===== src/rtl/counter_pkg.sv =====
// rtl/counter_pkg.sv - shared mode/direction encodings for counter and timer blocks
package counter_pkg;

  localparam logic MODE_WRAP = 1'b0;
  localparam logic MODE_SAT  = 1'b1;

  localparam logic DIR_DOWN  = 1'b0;
  localparam logic DIR_UP    = 1'b1;

endpackage


===== src/rtl/counter_up_down_mod_if.sv =====
// rtl/counter_up_down_mod_if.sv - control and status bundle for counter_up_down_mod
interface counter_up_down_mod_if #(
  parameter int WIDTH      = 16,
  parameter int PRESCALE_W = 8
);

  logic                  en;
  logic                  up_down;
  logic                  load;
  logic [WIDTH-1:0]      load_value;
  logic [WIDTH-1:0]      limit;
  logic                  sat_mode;
  logic [PRESCALE_W-1:0] prescale;
  logic                  clr_wrap;
  logic [WIDTH-1:0]      count;
  logic                  tc;
  logic                  wrapped;
  logic                  at_max;
  logic                  at_min;

  modport master (
    output en, up_down, load, load_value, limit, sat_mode, prescale, clr_wrap,
    input  count, tc, wrapped, at_max, at_min
  );

  modport slave (
    input  en, up_down, load, load_value, limit, sat_mode, prescale, clr_wrap,
    output count, tc, wrapped, at_max, at_min
  );

endinterface


===== src/rtl/counter_prescaler.sv =====
// rtl/counter_prescaler.sv - clock-enable divider: tick every prescale+1 enabled cycles
module counter_prescaler #(
  parameter int PRESCALE_W = 8
) (
  input  logic                  clk,
  input  logic                  reset,
  input  logic                  en,
  input  logic                  clear,
  input  logic [PRESCALE_W-1:0] prescale,
  output logic                  tick
);

  logic [PRESCALE_W-1:0] pre_cnt;

  // >= rather than == so a prescale lowered below the current phase ticks at once
  assign tick = en && (pre_cnt >= prescale);

  always_ff @(posedge clk) begin
    if (reset || clear) begin
      pre_cnt <= '0;
    end else if (en) begin
      if (tick) begin
        pre_cnt <= '0;
      end else begin
        pre_cnt <= pre_cnt + PRESCALE_W'(1);
      end
    end
  end

endmodule


===== src/rtl/counter_up_down_mod.sv =====
// rtl/counter_up_down_mod.sv - up/down modulo counter with wrap/saturate, load and prescaler
module counter_up_down_mod
  import counter_pkg::*;
#(
  parameter int WIDTH      = 16,
  parameter int PRESCALE_W = 8
) (
  input  logic                 clk,
  input  logic                 reset,
  counter_up_down_mod_if.slave bus
);

  logic [WIDTH-1:0] count_q;
  logic [WIDTH-1:0] count_nxt;
  logic             tc_q;
  logic             tc_nxt;
  logic             wrapped_q;
  logic             wrap_evt;
  logic             tick;
  logic             step;
  logic             wrap_mode;
  logic             going_down;

  counter_prescaler #(
    .PRESCALE_W (PRESCALE_W)
  ) u_prescaler (
    .clk      (clk),
    .reset    (reset),
    .en       (bus.en),
    .clear    (bus.load),
    .prescale (bus.prescale),
    .tick     (tick)
  );

  assign step       = tick && !bus.load;
  assign wrap_mode  = (bus.sat_mode == MODE_WRAP);
  assign going_down = (bus.up_down == DIR_DOWN);

  // Boundary compares come before +/-1, so the arithmetic never leaves 0..limit.
  always_comb begin
    count_nxt = count_q;
    tc_nxt    = 1'b0;
    wrap_evt  = 1'b0;
    if (bus.load) begin
      count_nxt = (bus.load_value > bus.limit) ? bus.limit : bus.load_value;
    end else if (step) begin
      if (!going_down) begin
        if (count_q < bus.limit) begin
          count_nxt = count_q + WIDTH'(1);
        end else begin
          tc_nxt = 1'b1;
          if (wrap_mode) begin
            count_nxt = '0;
            wrap_evt  = 1'b1;
          end else begin
            count_nxt = bus.limit;
          end
        end
      end else begin
        if (count_q > bus.limit) begin
          count_nxt = bus.limit;
        end else if (count_q != '0) begin
          count_nxt = count_q - WIDTH'(1);
        end else begin
          tc_nxt = 1'b1;
          if (wrap_mode) begin
            count_nxt = bus.limit;
            wrap_evt  = 1'b1;
          end
        end
      end
    end
  end

  always_ff @(posedge clk) begin
    if (reset) begin
      count_q   <= '0;
      tc_q      <= 1'b0;
      wrapped_q <= 1'b0;
    end else begin
      count_q <= count_nxt;
      tc_q    <= tc_nxt;
      // a wrap in the same cycle as a clear must remain visible
      if (wrap_evt) begin
        wrapped_q <= 1'b1;
      end else if (bus.clr_wrap) begin
        wrapped_q <= 1'b0;
      end
    end
  end

  assign bus.count   = count_q;
  assign bus.tc      = tc_q;
  assign bus.wrapped = wrapped_q;
  assign bus.at_max  = (count_q >= bus.limit);
  assign bus.at_min  = (count_q == '0);

endmodule


===== src/flat_wrapper.sv =====
// flat-port wrapper written by rule: the top's interface ports become plain ports
module counter_up_down_mod_flat import counter_pkg::*;
#(
  parameter int WIDTH      = 16,
  parameter int PRESCALE_W = 8
)
  (clk, reset, bus_en, bus_up_down, bus_load, bus_load_value, bus_limit, bus_sat_mode, bus_prescale, bus_clr_wrap, bus_count, bus_tc, bus_wrapped, bus_at_max, bus_at_min);
  counter_up_down_mod_if #(.WIDTH(WIDTH), .PRESCALE_W(PRESCALE_W)) bus_i ();
  input  logic clk;
  input  logic reset;
  input wire logic [$bits(bus_i.en)-1:0] bus_en;
  input wire logic [$bits(bus_i.up_down)-1:0] bus_up_down;
  input wire logic [$bits(bus_i.load)-1:0] bus_load;
  input wire logic [$bits(bus_i.load_value)-1:0] bus_load_value;
  input wire logic [$bits(bus_i.limit)-1:0] bus_limit;
  input wire logic [$bits(bus_i.sat_mode)-1:0] bus_sat_mode;
  input wire logic [$bits(bus_i.prescale)-1:0] bus_prescale;
  input wire logic [$bits(bus_i.clr_wrap)-1:0] bus_clr_wrap;
  output wire logic [$bits(bus_i.count)-1:0] bus_count;
  output wire logic [$bits(bus_i.tc)-1:0] bus_tc;
  output wire logic [$bits(bus_i.wrapped)-1:0] bus_wrapped;
  output wire logic [$bits(bus_i.at_max)-1:0] bus_at_max;
  output wire logic [$bits(bus_i.at_min)-1:0] bus_at_min;
  assign bus_i.en = bus_en;
  assign bus_i.up_down = bus_up_down;
  assign bus_i.load = bus_load;
  assign bus_i.load_value = bus_load_value;
  assign bus_i.limit = bus_limit;
  assign bus_i.sat_mode = bus_sat_mode;
  assign bus_i.prescale = bus_prescale;
  assign bus_i.clr_wrap = bus_clr_wrap;
  assign bus_count = bus_i.count;
  assign bus_tc = bus_i.tc;
  assign bus_wrapped = bus_i.wrapped;
  assign bus_at_max = bus_i.at_max;
  assign bus_at_min = bus_i.at_min;
  counter_up_down_mod #(.WIDTH(WIDTH), .PRESCALE_W(PRESCALE_W)) u_core (.clk(clk), .reset(reset), .bus(bus_i));
endmodule

===== config.mk =====
export PLATFORM = sky130hd
export DESIGN_NAME = counter_up_down_mod_flat
export DESIGN_NICKNAME = d
export VERILOG_FILES = /design/src/rtl/counter_pkg.sv /design/src/rtl/counter_up_down_mod_if.sv /design/src/rtl/counter_prescaler.sv /design/src/rtl/counter_up_down_mod.sv /design/src/flat_wrapper.sv
export SDC_FILE = /design/constraint.sdc
export NUM_CORES = 1
export LEC_CHECK = 0
export ABC_AREA = 1
export BUFFER_PORTS_ARGS = -buffer_cell sky130_fd_sc_hd__buf_2
export CORE_MARGIN = 2
export CORE_UTILIZATION = 47
export DETAILED_ROUTE_END_ITERATION = 8
export HOLD_SLACK_MARGIN = 0.06
export PLACE_DENSITY_LB_ADDON = 0.1
export SETUP_SLACK_MARGIN = 0.05
export SYNTH_ARGS = -nofsm -noshare
export SYNTH_HDL_FRONTEND = slang
export SYNTH_HIERARCHICAL = 1
export SYNTH_SLANG_ARGS = --single-unit

===== constraint.sdc =====
create_clock -name clk -period 5 [get_ports clk]
set_clock_uncertainty 0.2 [all_clocks]
set_input_delay 0.25 -clock clk [delete_from_list [all_inputs] [get_ports clk]]
set_output_delay 0.25 -clock clk [all_outputs]
set_load 0.01 [all_outputs]

==> impl_metrics.tcl <==
set metrics [dict create \
    grt_busiest_layer "met2" \
    synth_top_area_frac 0.197 \
    grt_setup_unrepaired "no" \
    fin_setup_tns_ns 0 \
    nets 883 \
    die_height_um 100 \
    netSwitchingPower_uw 430 \
    routabilityCongestion 0.965 \
    via_per_inst 5.48 \
    min_path_type "in -> reg" \
    fin_crit_sh 0.685 \
    area_growth_pct 8.67 \
    diodes 0 \
    cap_violations 0 \
    report.final.setup_viol 0 \
    synth_nets 835 \
    initial_core_util 0.477 \
    synth-compound-area-share 0.0907 \
    seq_power_share 0.272 \
    p_per_area_nw_per_um2 195 \
    cts_sinks 26 \
    insertion_delay_ns 0.28 \
    totalWireLength_mm 14.4 \
    end_kind "flop" \
    cts_resized 0 \
    ctsHoldBuffers 3 \
    grt.met2_usage 0.484 \
    finalHoldViolCount 0 \
    async_flop_share 0 \
    first_pass_iters 5 \
    layout-drive-gt1-share 0.172 \
    grt_usage 0.293 \
    clkPwrFrac 0.209 \
    critPathMaxFanout 31 \
    p_comb_frac 0.519 \
    synth_top_family_by_area "simple AND/OR/NAND/NOR gates" \
    period_needed_ns 3.43 \
    rows 35 \
    grt-ovfl-total 0 \
    io_pins 67 \
    cts_root_buf "clkbuf_8" \
    max_freq_mhz 292 \
    synthAdderAreaFrac 0.127 \
    peakVddDrop_v 0.000130 \
    seq_area_frac_synth 0.120 \
    critPathRequiredTime_ns 5.04 \
    grt_util_met3 0.0237 \
    via_count 4942 \
    cts_tree "yes" \
    post_cts_buffers 0 \
    synth.avg_cell_area_um2 5.84 \
    synth-main-ff-cell "dfxtp_1" \
    dieArea_um2 10000 \
    ys_types 40 \
    synth_edf_count 0 \
    numCtsBuffers 3 \
    leakage_uw 0.00259 \
    antenna_left 0 \
    coreArea_um2 9110 \
    clockBufferDepth 2 \
    synth_area_um2 4350 \
    drtIter0Drc 478 \
    yosysTopAreaCell "nand2_1" \
    grt_pass1_wl_mm 23.2 \
    critPathKind "reg -> reg" \
    ys_seq_elements 26 \
    synth-simple-area-share 0.504 \
    p_int_uw 491 \
    port-buffer-count 66 \
    final_cells 902 \
    clk_pin_slew_ns 0.11 \
    crit_path_start_kind "flop" \
    die-width_um 100 \
    yosys_warnings 6 \
    total_power_uw 921 \
    antenna_found_initial 0 \
    outcome "finished, final reports clean" \
    netlist_instances 744 \
    cts_max_level 1 \
    swShare 0.467 \
    drc 0 \
    netlist_top_cells_area "nand2_1 (20%), ha_1 (13%), dfxtp_1 (12%)" \
    cp.arrival_ns 3.47 \
    dp_cells 895 \
    grt_max_degree 32 \
    grt_pass1_vias 4485 \
    drv_slew 0 \
    met1_usage 0.416 \
    synth_xor_area_frac 0.0403 \
    finish.utilization 0.518 \
    place_hpwl_mm 11.1 \
    wl_per_cell_um 16.0 \
    worst_slew_pin_slew_ns 0.780 \
    slew_headroom 0.475 \
    muxShareOfSynthArea 0.00230 \
]
[worst paths after layout]
kind | end | depth (start not counted) | startpoint | slack [ns]
worst max-delay path | u_core/bus.wrapped | 12 | u_core/bus.count[7] | 1.57
worst min-delay path | u_core/u_prescaler/pre_cnt[0] | 3 | bus_en | 0.14
worst max register to register | u_core/bus.wrapped | 12 | u_core/bus.count[7] | 1.57
worst min register to register | u_core/u_prescaler/pre_cnt[7] | 4 | u_core/u_prescaler/pre_cnt[7] | 0.39
[placed cells by master, fill, tap and decap left out, types with 2 or more instances in the layout]
cell type      instances
nor2_1               102
clkbuf_8               3
nand4_1                8
inv_1                 72
ha_1                  44
xor2_1                18
nand2_2               16
nand3_2               13
o21ai_1               10
a21oi_1               27
nand2_1              228
inv_2                  3
nand3_1               86
nor3_2                 2
buf_4                  2
o21ai_0               15
nor3_1                 6
buf_2                 66
dfxtp_1               26
dlygate4sd3_1          3
xnor2_1                2
nand4_2                3
clkinv_1               2
a21oi_2               10
nor2_2                 6
nand2_4                2
nor2_4                 3
a21o_1                 2
[per-stage QoR]
step	hold slack (ns)	area [µm²]	worst slack [ns]
finish	0.138	4720	1.57
global route	0.182	4720	1.24
CTS	0.130	4720	1.63
detailed placement	0.248	4620	1.71
global placement	0.241	4620	1.73
floorplan	0.122	4350	2.74
[power groups by stage]
stage	Combinational, µW	Clock (µW)	Sequential, µW
after detailed placement	467	0	255
after floorplan	358	0	248
after CTS	470	195	250
after global routing	541	203	254
final	478	192	251
after global placement	464	0	254
[cell usage after synthesis (8+ instances only)]
cell type and number:
buf_2 10, buf_6 8, nor2_1 102, nand2_1 228
o21ai_1 10, ha_1 44, o21ai_0 15, a21oi_2 10
nand3_1 86, xor2_1 18, inv_1 72, nand3_2 13
nand4_1 8, a21oi_1 27, dfxtp_1 26, nand2_2 16
[cell type report]
class                      instances  area [µm²]
inverter                          78         294
fill                             989        4390
multi-input combinational        612        3320
clock buffer                       3        41.3
clock inverter                     1        30.0
sequential                        26         520
timing repair buffer              71         375
tap                              111         139
[registers in the layout, indices dropped and copies added (netlist names)]
name,count
u_core/bus.count,16
u_core/bus.tc,1
u_core/bus.wrapped,1
u_core/u_prescaler/pre_cnt,8
[routing by layer]
metal,up-vias,part of all wire
li1,2479,-
met5,-,0
met3,16,0.080
met1,2243,0.45
met4,0,0.013
met2,204,0.45
[worst max-delay path: stages, from the launching register on]
cell	delay (ns)
dfxtp_1	0.58
ha_1	0.33
a21o_1	0.18
nor2_1	0.11
nand2_1	0.07
nand2_2	0.15
nand2_4	0.22
nand2_2	0.46
nand2_1	0.10
o21ai_1	0.18
nand4_1	0.13
o31ai_1	0.09
dlygate4sd3_1	0.56
[logic make-up after synthesis]
| logic type | after synthesis |
|---|---|
| AND/OR/NAND/NOR | 480 |
| multiplexers | 1 |
| buffers and inverters | 106 |
| adder cells (fa/ha/maj) | 44 |
| XOR/XNOR | 20 |
| flip-flops | 26 |
| AO/OA/AOI/OAI | 67 |
(Power assumes the default switching activity.)
